$ cat config.mk
export PLATFORM = sky130hd
export DESIGN_NAME = decode_ctrl_pipe_flat
export DESIGN_NICKNAME = d
export VERILOG_FILES = /design/src/rtl/decode_ctrl_pipe_if.sv /design/src/rtl/decode_ctrl_pipe.sv /design/src/flat_wrapper.sv
export SDC_FILE = /design/constraint.sdc
export NUM_CORES = 1
export LEC_CHECK = 0
export BUFFER_PORTS_ARGS = -buffer_cell sky130_fd_sc_hd__buf_2
export CORE_ASPECT_RATIO = 1.5
export CORE_MARGIN = 3
export CORE_UTILIZATION = 52
export CTS_CLUSTER_DIAMETER = 100
export CTS_CLUSTER_SIZE = 40
export DETAILED_ROUTE_END_ITERATION = 8
export MAX_ROUTING_LAYER = met4
export PLACE_DENSITY = 0.9
export SLEW_MARGIN = 20
export SYNTH_ARGS = -nofsm -noshare
export SYNTH_HDL_FRONTEND = slang
export SYNTH_SLANG_ARGS = --single-unit
$ cat constraint.sdc
create_clock -name Clock -period 3.8 [get_ports Clock]
set_input_delay 0.76 -clock Clock [delete_from_list [all_inputs] [get_ports Clock]]
set_output_delay 0.76 -clock Clock [all_outputs]
set_load 0.01 [all_outputs]
$ cat src/rtl/decode_ctrl_pipe_if.sv
// Decode-stage control bus: ID instruction and pipeline controls in,
// staged control bundles, EX instruction and load-use stall out.
interface decode_ctrl_pipe_if #(
    parameter int INSTR_W    = 32,
    parameter int PIPE_DEPTH = 3,
    parameter int CTRL_W     = 15
);
    logic [INSTR_W-1:0]           Instr;
    logic                         InstrValid;
    logic                         IFLUSH;
    logic                         Stall_in;
    logic [PIPE_DEPTH*CTRL_W-1:0] CtrlPipe;
    logic [INSTR_W-1:0]           IR_ex;
    logic                         HazardStall;

    modport master (
        output Instr, InstrValid, IFLUSH, Stall_in,
        input  CtrlPipe, IR_ex, HazardStall
    );

    modport slave (
        input  Instr, InstrValid, IFLUSH, Stall_in,
        output CtrlPipe, IR_ex, HazardStall
    );
endinterface

$ cat src/rtl/decode_ctrl_pipe.sv
// MIPS decode-stage control unit: decodes ID, carries the control bundle through
// PIPE_DEPTH stages, detects load-use hazards. Define BRANCH_DECODE_EN to decode BEQ/BNE/J/JAL.
module decode_ctrl_pipe #(
    parameter int INSTR_W    = 32,
    parameter int PIPE_DEPTH = 3,
    parameter int CTRL_W     = 15
) (
    input  logic              Clock,
    input  logic              Reset,
    decode_ctrl_pipe_if.slave bus
);
    localparam int B_REG_WRITE = 0;
    localparam int B_MEM_TO_REG = 1;
    localparam int B_MEM_READ  = 2;
    localparam int B_MEM_WRITE = 3;
    localparam int B_ALU_SRC   = 4;
    localparam int B_REG_DST   = 5;
    localparam int B_LD_BYTE   = 6;
    localparam int B_LD_BYTE_U = 7;
    localparam int B_LD_HALF   = 8;
    localparam int B_LD_WORD   = 9;
    localparam int B_ST_BYTE   = 10;
    localparam int B_ST_HALF   = 11;
    localparam int B_ST_WORD   = 12;
`ifdef BRANCH_DECODE_EN
    localparam int B_BRANCH    = 13;
    localparam int B_JUMP      = 14;
    localparam logic [CTRL_W-1:0] CTRL_MASK = '1;
`else
    // Branch/Jump bits never leave decode when branch decoding is compiled out.
    localparam logic [CTRL_W-1:0] CTRL_MASK = {{(CTRL_W-13){1'b0}}, 13'h1FFF};
`endif

    localparam logic [5:0] OP_RTYPE = 6'b000000;
    localparam logic [5:0] OP_LB    = 6'b100000;
    localparam logic [5:0] OP_LH    = 6'b100001;
    localparam logic [5:0] OP_LBU   = 6'b100100;
    localparam logic [5:0] OP_LW    = 6'b100011;
    localparam logic [5:0] OP_SB    = 6'b101000;
    localparam logic [5:0] OP_SH    = 6'b101001;
    localparam logic [5:0] OP_SW    = 6'b101011;

    logic [5:0]                   opcode;
    logic [4:0]                   id_rs;
    logic [4:0]                   id_rt;
    logic [4:0]                   ex_rt;
    logic [CTRL_W-1:0]            ctrl_dec;
    logic                         uses_rt;
    logic                         hazard;
    logic                         squash;
    logic [CTRL_W-1:0]            stage0_reg;
    logic [CTRL_W-1:0]            stage0_next;
    logic [INSTR_W-1:0]           ir_ex_reg;
    logic [INSTR_W-1:0]           ir_ex_next;
    logic [PIPE_DEPTH*CTRL_W-1:0] ctrl_pipe_q;

    assign opcode = bus.Instr[31:26];
    assign id_rs  = bus.Instr[25:21];
    assign id_rt  = bus.Instr[20:16];
    assign ex_rt  = ir_ex_reg[20:16];

    always_comb begin
        ctrl_dec = '0;
        uses_rt  = 1'b0;
        case (opcode)
            OP_RTYPE: begin
                ctrl_dec[B_REG_WRITE] = 1'b1;
                ctrl_dec[B_REG_DST]   = 1'b1;
                uses_rt               = 1'b1;
            end
            6'b001000, 6'b001001, 6'b001010, 6'b001011,
            6'b001100, 6'b001101, 6'b001110, 6'b001111: begin
                ctrl_dec[B_REG_WRITE] = 1'b1;
                ctrl_dec[B_ALU_SRC]   = 1'b1;
            end
            OP_LB, OP_LH, OP_LBU, OP_LW: begin
                ctrl_dec[B_REG_WRITE]  = 1'b1;
                ctrl_dec[B_MEM_TO_REG] = 1'b1;
                ctrl_dec[B_MEM_READ]   = 1'b1;
                ctrl_dec[B_ALU_SRC]    = 1'b1;
                ctrl_dec[B_LD_BYTE]    = (opcode == OP_LB);
                ctrl_dec[B_LD_BYTE_U]  = (opcode == OP_LBU);
                ctrl_dec[B_LD_HALF]    = (opcode == OP_LH);
                ctrl_dec[B_LD_WORD]    = (opcode == OP_LW);
            end
            OP_SB, OP_SH, OP_SW: begin
                ctrl_dec[B_MEM_WRITE] = 1'b1;
                ctrl_dec[B_ALU_SRC]   = 1'b1;
                ctrl_dec[B_ST_BYTE]   = (opcode == OP_SB);
                ctrl_dec[B_ST_HALF]   = (opcode == OP_SH);
                ctrl_dec[B_ST_WORD]   = (opcode == OP_SW);
                uses_rt               = 1'b1;
            end
`ifdef BRANCH_DECODE_EN
            6'b000100, 6'b000101: begin
                ctrl_dec[B_BRANCH] = 1'b1;
                uses_rt            = 1'b1;
            end
            6'b000010: ctrl_dec[B_JUMP] = 1'b1;
            6'b000011: begin
                ctrl_dec[B_JUMP]      = 1'b1;
                ctrl_dec[B_REG_WRITE] = 1'b1;
            end
`endif
            default: ;
        endcase
    end

    // A load sitting in EX whose destination feeds the ID instruction must wait one cycle.
    assign hazard = stage0_reg[B_MEM_READ] && (ex_rt != 5'd0) && bus.InstrValid &&
                    ((ex_rt == id_rs) || (uses_rt && (ex_rt == id_rt)));
    assign bus.HazardStall = hazard && !bus.IFLUSH;

    assign squash      = bus.IFLUSH || bus.HazardStall || !bus.InstrValid;
    assign stage0_next = squash ? '0 : (ctrl_dec & CTRL_MASK);
    assign ir_ex_next  = squash ? '0 : bus.Instr;

    always_ff @(posedge Clock or posedge Reset) begin
        if (Reset) begin
            stage0_reg <= '0;
            ir_ex_reg  <= '0;
        end else if (!bus.Stall_in) begin
            stage0_reg <= stage0_next;
            ir_ex_reg  <= ir_ex_next;
        end
    end

    assign ctrl_pipe_q[CTRL_W-1:0] = stage0_reg;

    genvar gi;
    generate
        for (gi = 1; gi < PIPE_DEPTH; gi++) begin : g_stage
            logic [CTRL_W-1:0] bundle_reg;

            always_ff @(posedge Clock or posedge Reset) begin
                if (Reset) begin
                    bundle_reg <= '0;
                end else if (!bus.Stall_in) begin
                    bundle_reg <= ctrl_pipe_q[(gi-1)*CTRL_W +: CTRL_W];
                end
            end

            assign ctrl_pipe_q[gi*CTRL_W +: CTRL_W] = bundle_reg;
        end
    endgenerate

    assign bus.CtrlPipe = ctrl_pipe_q;
    assign bus.IR_ex    = ir_ex_reg;
endmodule

$ cat src/flat_wrapper.sv
// flat-port wrapper written by rule: the top's interface ports become plain ports
module decode_ctrl_pipe_flat 
#(
    parameter int INSTR_W    = 32,
    parameter int PIPE_DEPTH = 3,
    parameter int CTRL_W     = 15
)
  (Clock, Reset, bus_Instr, bus_InstrValid, bus_IFLUSH, bus_Stall_in, bus_CtrlPipe, bus_IR_ex, bus_HazardStall);
  decode_ctrl_pipe_if #(.INSTR_W(INSTR_W), .PIPE_DEPTH(PIPE_DEPTH), .CTRL_W(CTRL_W)) bus_i ();
  input  logic Clock;
  input  logic Reset;
  input wire logic [$bits(bus_i.Instr)-1:0] bus_Instr;
  input wire logic [$bits(bus_i.InstrValid)-1:0] bus_InstrValid;
  input wire logic [$bits(bus_i.IFLUSH)-1:0] bus_IFLUSH;
  input wire logic [$bits(bus_i.Stall_in)-1:0] bus_Stall_in;
  output wire logic [$bits(bus_i.CtrlPipe)-1:0] bus_CtrlPipe;
  output wire logic [$bits(bus_i.IR_ex)-1:0] bus_IR_ex;
  output wire logic [$bits(bus_i.HazardStall)-1:0] bus_HazardStall;
  assign bus_i.Instr = bus_Instr;
  assign bus_i.InstrValid = bus_InstrValid;
  assign bus_i.IFLUSH = bus_IFLUSH;
  assign bus_i.Stall_in = bus_Stall_in;
  assign bus_CtrlPipe = bus_i.CtrlPipe;
  assign bus_IR_ex = bus_i.IR_ex;
  assign bus_HazardStall = bus_i.HazardStall;
  decode_ctrl_pipe #(.INSTR_W(INSTR_W), .PIPE_DEPTH(PIPE_DEPTH), .CTRL_W(CTRL_W)) u_core (.Clock(Clock), .Reset(Reset), .bus(bus_i));
endmodule
==> impl_metrics.tcl, run 1 <==
set metrics [dict create \
    start_util 0.550 \
    pre_cts_ws_ps 1100 \
    num_vias 2159 \
    crit_chain "buf_2 -> nor3_1 -> o2111ai_1 -> a2bb2oi_1 -> nor4b_1 -> buf_2" \
    reg2regPathDepth 5 \
    viasPerCell 5.42 \
    multi_input_area_sq_um 1020 \
    port_buffers 108 \
    min_path_type "primary input to async pin" \
    drt-initial-drc-count 111 \
    drv_slew 0 \
    totalWireLength_um 6360 \
    synth_top_area_frac 0.590 \
    instances_no_fill 398 \
    fin_ws_ps 1120 \
    swShare 0.239 \
    required_ps 3040 \
    power_density_nw_per_um2 421 \
    cts_tree "built" \
    grt_pass1_wl_um 10700 \
    wl_met3_um 371 \
    seqCellArea_sq_um 1700 \
    antenna_cells 0 \
    hold_buffers 0 \
    wl_per_cell_um 16.0 \
    core.rowCount 32 \
    fin_crit_ps 2680 \
    clk_pin_slew_ps 80 \
    area_growth_pct 24.6 \
    n_fill_cell 412 \
    track_usage 0.221 \
    fin_nets 362 \
    final_layout_size_suffix_gt1_frac 0.473 \
    h-tree-depth 3 \
    cp.arrival_ps 1920 \
    cts_sinks 68 \
    timing.hold.ws_ps 436 \
    setup-tns-final_ps 0 \
    clkLatencyLatePin_ps 340 \
    ys_ff_latch 68 \
    final_area_sq_um 3590 \
    cts_resized 0 \
    max_slew_margin 0.488 \
    gp_congestion 0.803 \
    wl_met1_um 2500 \
    drc 0 \
    r2r_start "u_core.bus.IR_ex[19]" \
    synth_warnings 0 \
    gr-total-overflow 0 \
    path_class "primary input to output port" \
    die_x_um 66.8 \
    peakVddDrop_mv 0.294 \
    p_switching_uw 362 \
    placedCellCount 382 \
    ioPinCount 115 \
    cts_root_buf "clkbuf_8" \
    yosysMostFrequentCell "dfrtp_1" \
    met2_wirelength_um 3350 \
    synthArstFlopShare 1.00 \
    grt_setup_unrepaired "no" \
    slowest_delay_ps 290 \
    synth_edf_count 0 \
    status "completed" \
    cp-start-kind "primary input" \
    crit_path_max_fanout 11 \
    grt_antenna_before_repair 0 \
    synth_flop_cell "dfrtp_1" \
    largest_reg_flops 32 \
    core_area_sq_um 5250 \
    worst_setup_path_end_kind "output port" \
    cpMaxStageDelayCell "nor4b_1" \
    highest_layer "met4" \
    synthCells 222 \
    yosys-top-cells-area "dfrtp_1 (59%), a22o_1 (10%), mux2_2 (9.4%), buf_4 (2.3%), nand2_1 (2.1%)" \
    die_height_um 97.2 \
    p_leak_nw 2.01 \
    skew_ps 9.91 \
    first_global_vias 2259 \
    finalSetupViolCount 0 \
    r2r_slack_ps 1590 \
    die_area_sq_um 6490 \
    period_share 0.706 \
    cts_buffer_depth 2 \
    syn_avg_cell_area_sq_um 13.0 \
    placed_area_sq_um 3390 \
    grt_max_degree 69 \
    power_frac_comb 0.101 \
    place_hpwl_um 4570 \
    post-cts-setup-buffers 0 \
    syn-cell-area_sq_um 2880 \
    pwr-share-seq 0.506 \
    yosysSeqAreaShare 0.590 \
    fmax_mhz 373 \
    tightest_slew_ps 765 \
    yosysTopAreaCell "dfrtp_1" \
    cap_violations 0 \
    synthTopCellsByCount "dfrtp_1 (68), a22o_1 (33), mux2_2 (24)" \
    p_clk_frac 0.393 \
    cts_buffers 9 \
    rr_endpoint "u_core.bus.IR_ex[9]" \
    hold_viol 0 \
    dr.pass1.iters 4 \
    p_int_mw 1.15 \
    synth_cell_types 35 \
    ant_nets 0 \
    crit_top_cell "buf_2" \
]
-- worst max path at each step --
stage,startpoint,end,slack (ps),depth (start not counted)
final,bus_Instr[26],bus_HazardStall,1120,6
after global routing,bus_Instr[26],bus_HazardStall,960,6
after CTS,bus_Instr[26],bus_HazardStall,1100,6
after detailed placement,bus_Instr[31],u_core.bus.IR_ex[2],1100,7
after global placement,bus_Instr[26],bus_HazardStall,1140,6
after floorplan,bus_Instr[26],bus_HazardStall,1190,5
-- kinds of logic after synthesis --
family / count (synthesis) / share of synthesized area
muxes: 24 / 0.0937
buffers and inverters: 28 / 0.0620
and+or+nand+nor: 39 / 0.0646
xor gates and xnor gates: 10 / 0.0304
AOI/OAI and AO/OA: 52 / 0.158
DFF: 68 / 0.590
other: 1 / 0.00130
-- cell type report --
| class | instances | share of cell area |
|---|---|---|
| timing repair buffer | 112 | 0.159 |
| tap | 68 | 0.0237 |
| sequential | 68 | 0.474 |
| multi-input combinational | 131 | 0.284 |
| clock inverter | 4 | 0.0132 |
| inverter | 3 | 0.00313 |
| clock buffer | 12 | 0.0432 |
-- per-layer routing --
metal / vias to the layer above / global-route usage
li1: 997 / -
met1: 1072 / 0.262
met2: 76 / 0.354
met3: 14 / 0.0428
met4: 0 / 0.106
met5: - / -
-- stage by stage --
stage	power, mW	utilization
2_1_floorplan	0.874	-
3_3_place_gp	0.928	0.646
3_5_place_dp	0.933	0.646
4_1_cts	1.53	0.685
5_1_grt	1.58	0.685
6_report	1.51	0.685
-- power by group through the flow --
stage / combinational, mW / sequential, mW / clock, mW
CTS: 0.155 / 0.765 / 0.612
global placement: 0.150 / 0.777 / 0
finish: 0.152 / 0.765 / 0.595
global route: 0.168 / 0.768 / 0.642
floorplan: 0.0852 / 0.789 / 0
detailed placement: 0.155 / 0.779 / 0
-- placed cells by master (no fill, tap or decap), types with 5 or more instances in the layout --
master	n
a22o_1	33
buf_2	108
clkbuf_8	11
conb_1	6
dfrtp_1	68
mux2_2	24
nand2_1	16
nor2_1	6
nor3_1	5
o21ai_0	5
xnor2_1	5
xor2_1	5
-- critical path, delay by kind of cell --
family | cells | cell delay, ps
buf+inv | 2 | 350
simple gates | 2 | 500
compound gates | 2 | 300
Power figures use the tool's default switching activity.
==> inputs of run 2 (changes only) <==
--- a/config.mk
+++ b/config.mk
@@ -8,12 +8,12 @@
 export BUFFER_PORTS_ARGS = -buffer_cell sky130_fd_sc_hd__buf_2
 export CORE_ASPECT_RATIO = 1.5
 export CORE_MARGIN = 3
-export CORE_UTILIZATION = 52
+export CORE_UTILIZATION = 48
 export CTS_CLUSTER_DIAMETER = 100
 export CTS_CLUSTER_SIZE = 40
 export DETAILED_ROUTE_END_ITERATION = 8
 export MAX_ROUTING_LAYER = met4
-export PLACE_DENSITY = 0.9
+export PLACE_DENSITY = 0.84
 export SLEW_MARGIN = 20
 export SYNTH_ARGS = -nofsm -noshare
 export SYNTH_HDL_FRONTEND = slang
==> constraint.sdc (replaced) <==
create_clock -name Clock -period 2.8 [get_ports Clock]
set_input_delay 0.56 -clock Clock [delete_from_list [all_inputs] [get_ports Clock]]
set_output_delay 0.56 -clock Clock [all_outputs]
set_load 0.01 [all_outputs]
==> run 2 against run 1 <==
Net effect:
- worst hold slack worse by 160 ps
- worst setup slack worse by 610 ps
- critical path depth is 1 lower
- non-clock buffer count stayed put
- sequential share of layout area is 0.49 points lower
- die area is 7.7% higher
- clock-buffer cell count is 2 lower
- sequential cell count stayed put
==> impl_metrics.tcl, run 2 (synthesized netlist as in run 1, its figures left out) <==
set metrics [dict create \
    status "completed" \
    cts_buffers 9 \
    fin_crit_ps 2290 \
    cap_violations 0 \
    cp.arrival_ps 1730 \
    multi_input_area_sq_um 1020 \
    p_switching_uw 503 \
    slowest_delay_ps 460 \
    hold_buffers 0 \
    p_leak_nw 2.02 \
    placedCellCount 386 \
    die_area_sq_um 6990 \
    p_clk_frac 0.416 \
    instances_no_fill 401 \
    place_hpwl_um 4480 \
    setup-tns-final_ps 0 \
    start_util 0.495 \
    fin_nets 362 \
    first_global_vias 2108 \
    fmax_mhz 437 \
    swShare 0.236 \
    dr.pass1.iters 4 \
    pwr-share-seq 0.486 \
    post-cts-setup-buffers 0 \
    required_ps 2240 \
    min_path_type "primary input to async pin" \
    h-tree-depth 3 \
    ioPinCount 115 \
    placed_area_sq_um 3410 \
    core_area_sq_um 5830 \
    die_x_um 69.3 \
    drc 0 \
    wl_per_cell_um 15.4 \
    seqCellArea_sq_um 1700 \
    cts_resized 0 \
    grt_max_degree 69 \
    fin_util 0.623 \
    timing.hold.ws_ps 271 \
    crit_path_max_fanout 5 \
    tightest_slew_ps 774 \
    largest_reg_flops 32 \
    core.rowCount 34 \
    clk_pin_slew_ps 80 \
    final_area_sq_um 3630 \
    cts_root_buf "clkbuf_8" \
    grt_antenna_before_repair 0 \
    drt-initial-drc-count 92 \
    n_fill_cell 467 \
    crit_chain "xnor2_1 -> o2111ai_1 -> a2bb2oi_1 -> nor4b_1 -> buf_2" \
    p_int_mw 1.63 \
    cp-start-kind "flop" \
    cpMaxStageDelayCell "dfrtp_1" \
    gp_congestion 0.753 \
    worst_setup_path_end_kind "output port" \
    num_vias 2142 \
    totalWireLength_um 6160 \
    hold_viol 0 \
    peakVddDrop_mv 0.407 \
    finalSetupViolCount 0 \
    power_density_nw_per_um2 588 \
    power_frac_comb 0.098 \
    period_share 0.817 \
    grt_setup_unrepaired "no" \
    ant_nets 0 \
    antenna_cells 0 \
    path_class "flop to output port" \
    die_height_um 101 \
    max_slew_margin 0.482 \
    clkLatencyLatePin_ps 330 \
    final_layout_size_suffix_gt1_frac 0.474 \
    pre_cts_ws_ps 558 \
    cts_sinks 68 \
    cts_buffer_depth 2 \
    port_buffers 108 \
    layout_common_cells "buf_2 (108), dfrtp_1 (68), a22o_1 (33)" \
    gr-total-overflow 0 \
    fin_ws_ps 513 \
    area_growth_pct 25.9 \
    drv_slew 0 \
    track_usage 0.191 \
    p_total_mw 2.13 \
    cts_tree "built" \
    final_common_cell "buf_2" \
    viasPerCell 5.34 \
    grt_pass1_wl_um 10200 \
    skew_ps 8.98 \
]
-- run 2: power groups by stage --
stage	combinational, mW	clock (mW)	sequential [mW]
final	0.208	0.888	1.04
after floorplan	0.116	0	1.07
after global routing	0.230	0.963	1.04
after CTS	0.211	0.911	1.04
after global placement	0.206	0	1.06
after detailed placement	0.212	0	1.06
-- run 2: layout make-up --
type                    instances  share of cell area
flip-flops and latches         68               0.469
repair buffers                112               0.161
inverters                       3             0.00310
multi-input cells             131               0.282
well taps                      72              0.0248
clock inverters                 5              0.0234
clock buffers                  10              0.0379
-- run 2: worst paths after layout --
check | startpoint | to | slack, ps | cells after the start
max in group asynchronous | Reset | u_core.stage0_reg[9] | 1920 | 3
min in group Clock | bus_Instr[12] | u_core.bus.IR_ex[12] | 440 | 2
worst min-delay path | Reset | u_core.g_stage[2].bundle_reg[4] | 270 | 2
worst max-delay path | u_core.bus.IR_ex[18] | bus_HazardStall | 510 | 5
worst min register to register | u_core.g_stage[2].bundle_reg[8] | u_core.g_stage[2].bundle_reg[8] | 500 | 1
worst max register to register | u_core.bus.IR_ex[18] | u_core.stage0_reg[7] | 860 | 5
-- run 2: per-layer routing --
metal,track usage,vias to the layer above,routed length (um)
met5,-,-,0
met4,0.0917,0,152
met3,0.0499,14,408
met2,0.298,89,3160
met1,0.232,1045,2440
li1,-,994,-
-- run 2: critical path, delay by kind of cell, from the launching register on --
kind            cells  cell delay (ps)
compound gates      2              300
xor+xnor            1              190
buf+inv             1              170
flops               1              460
simple gates        1              270
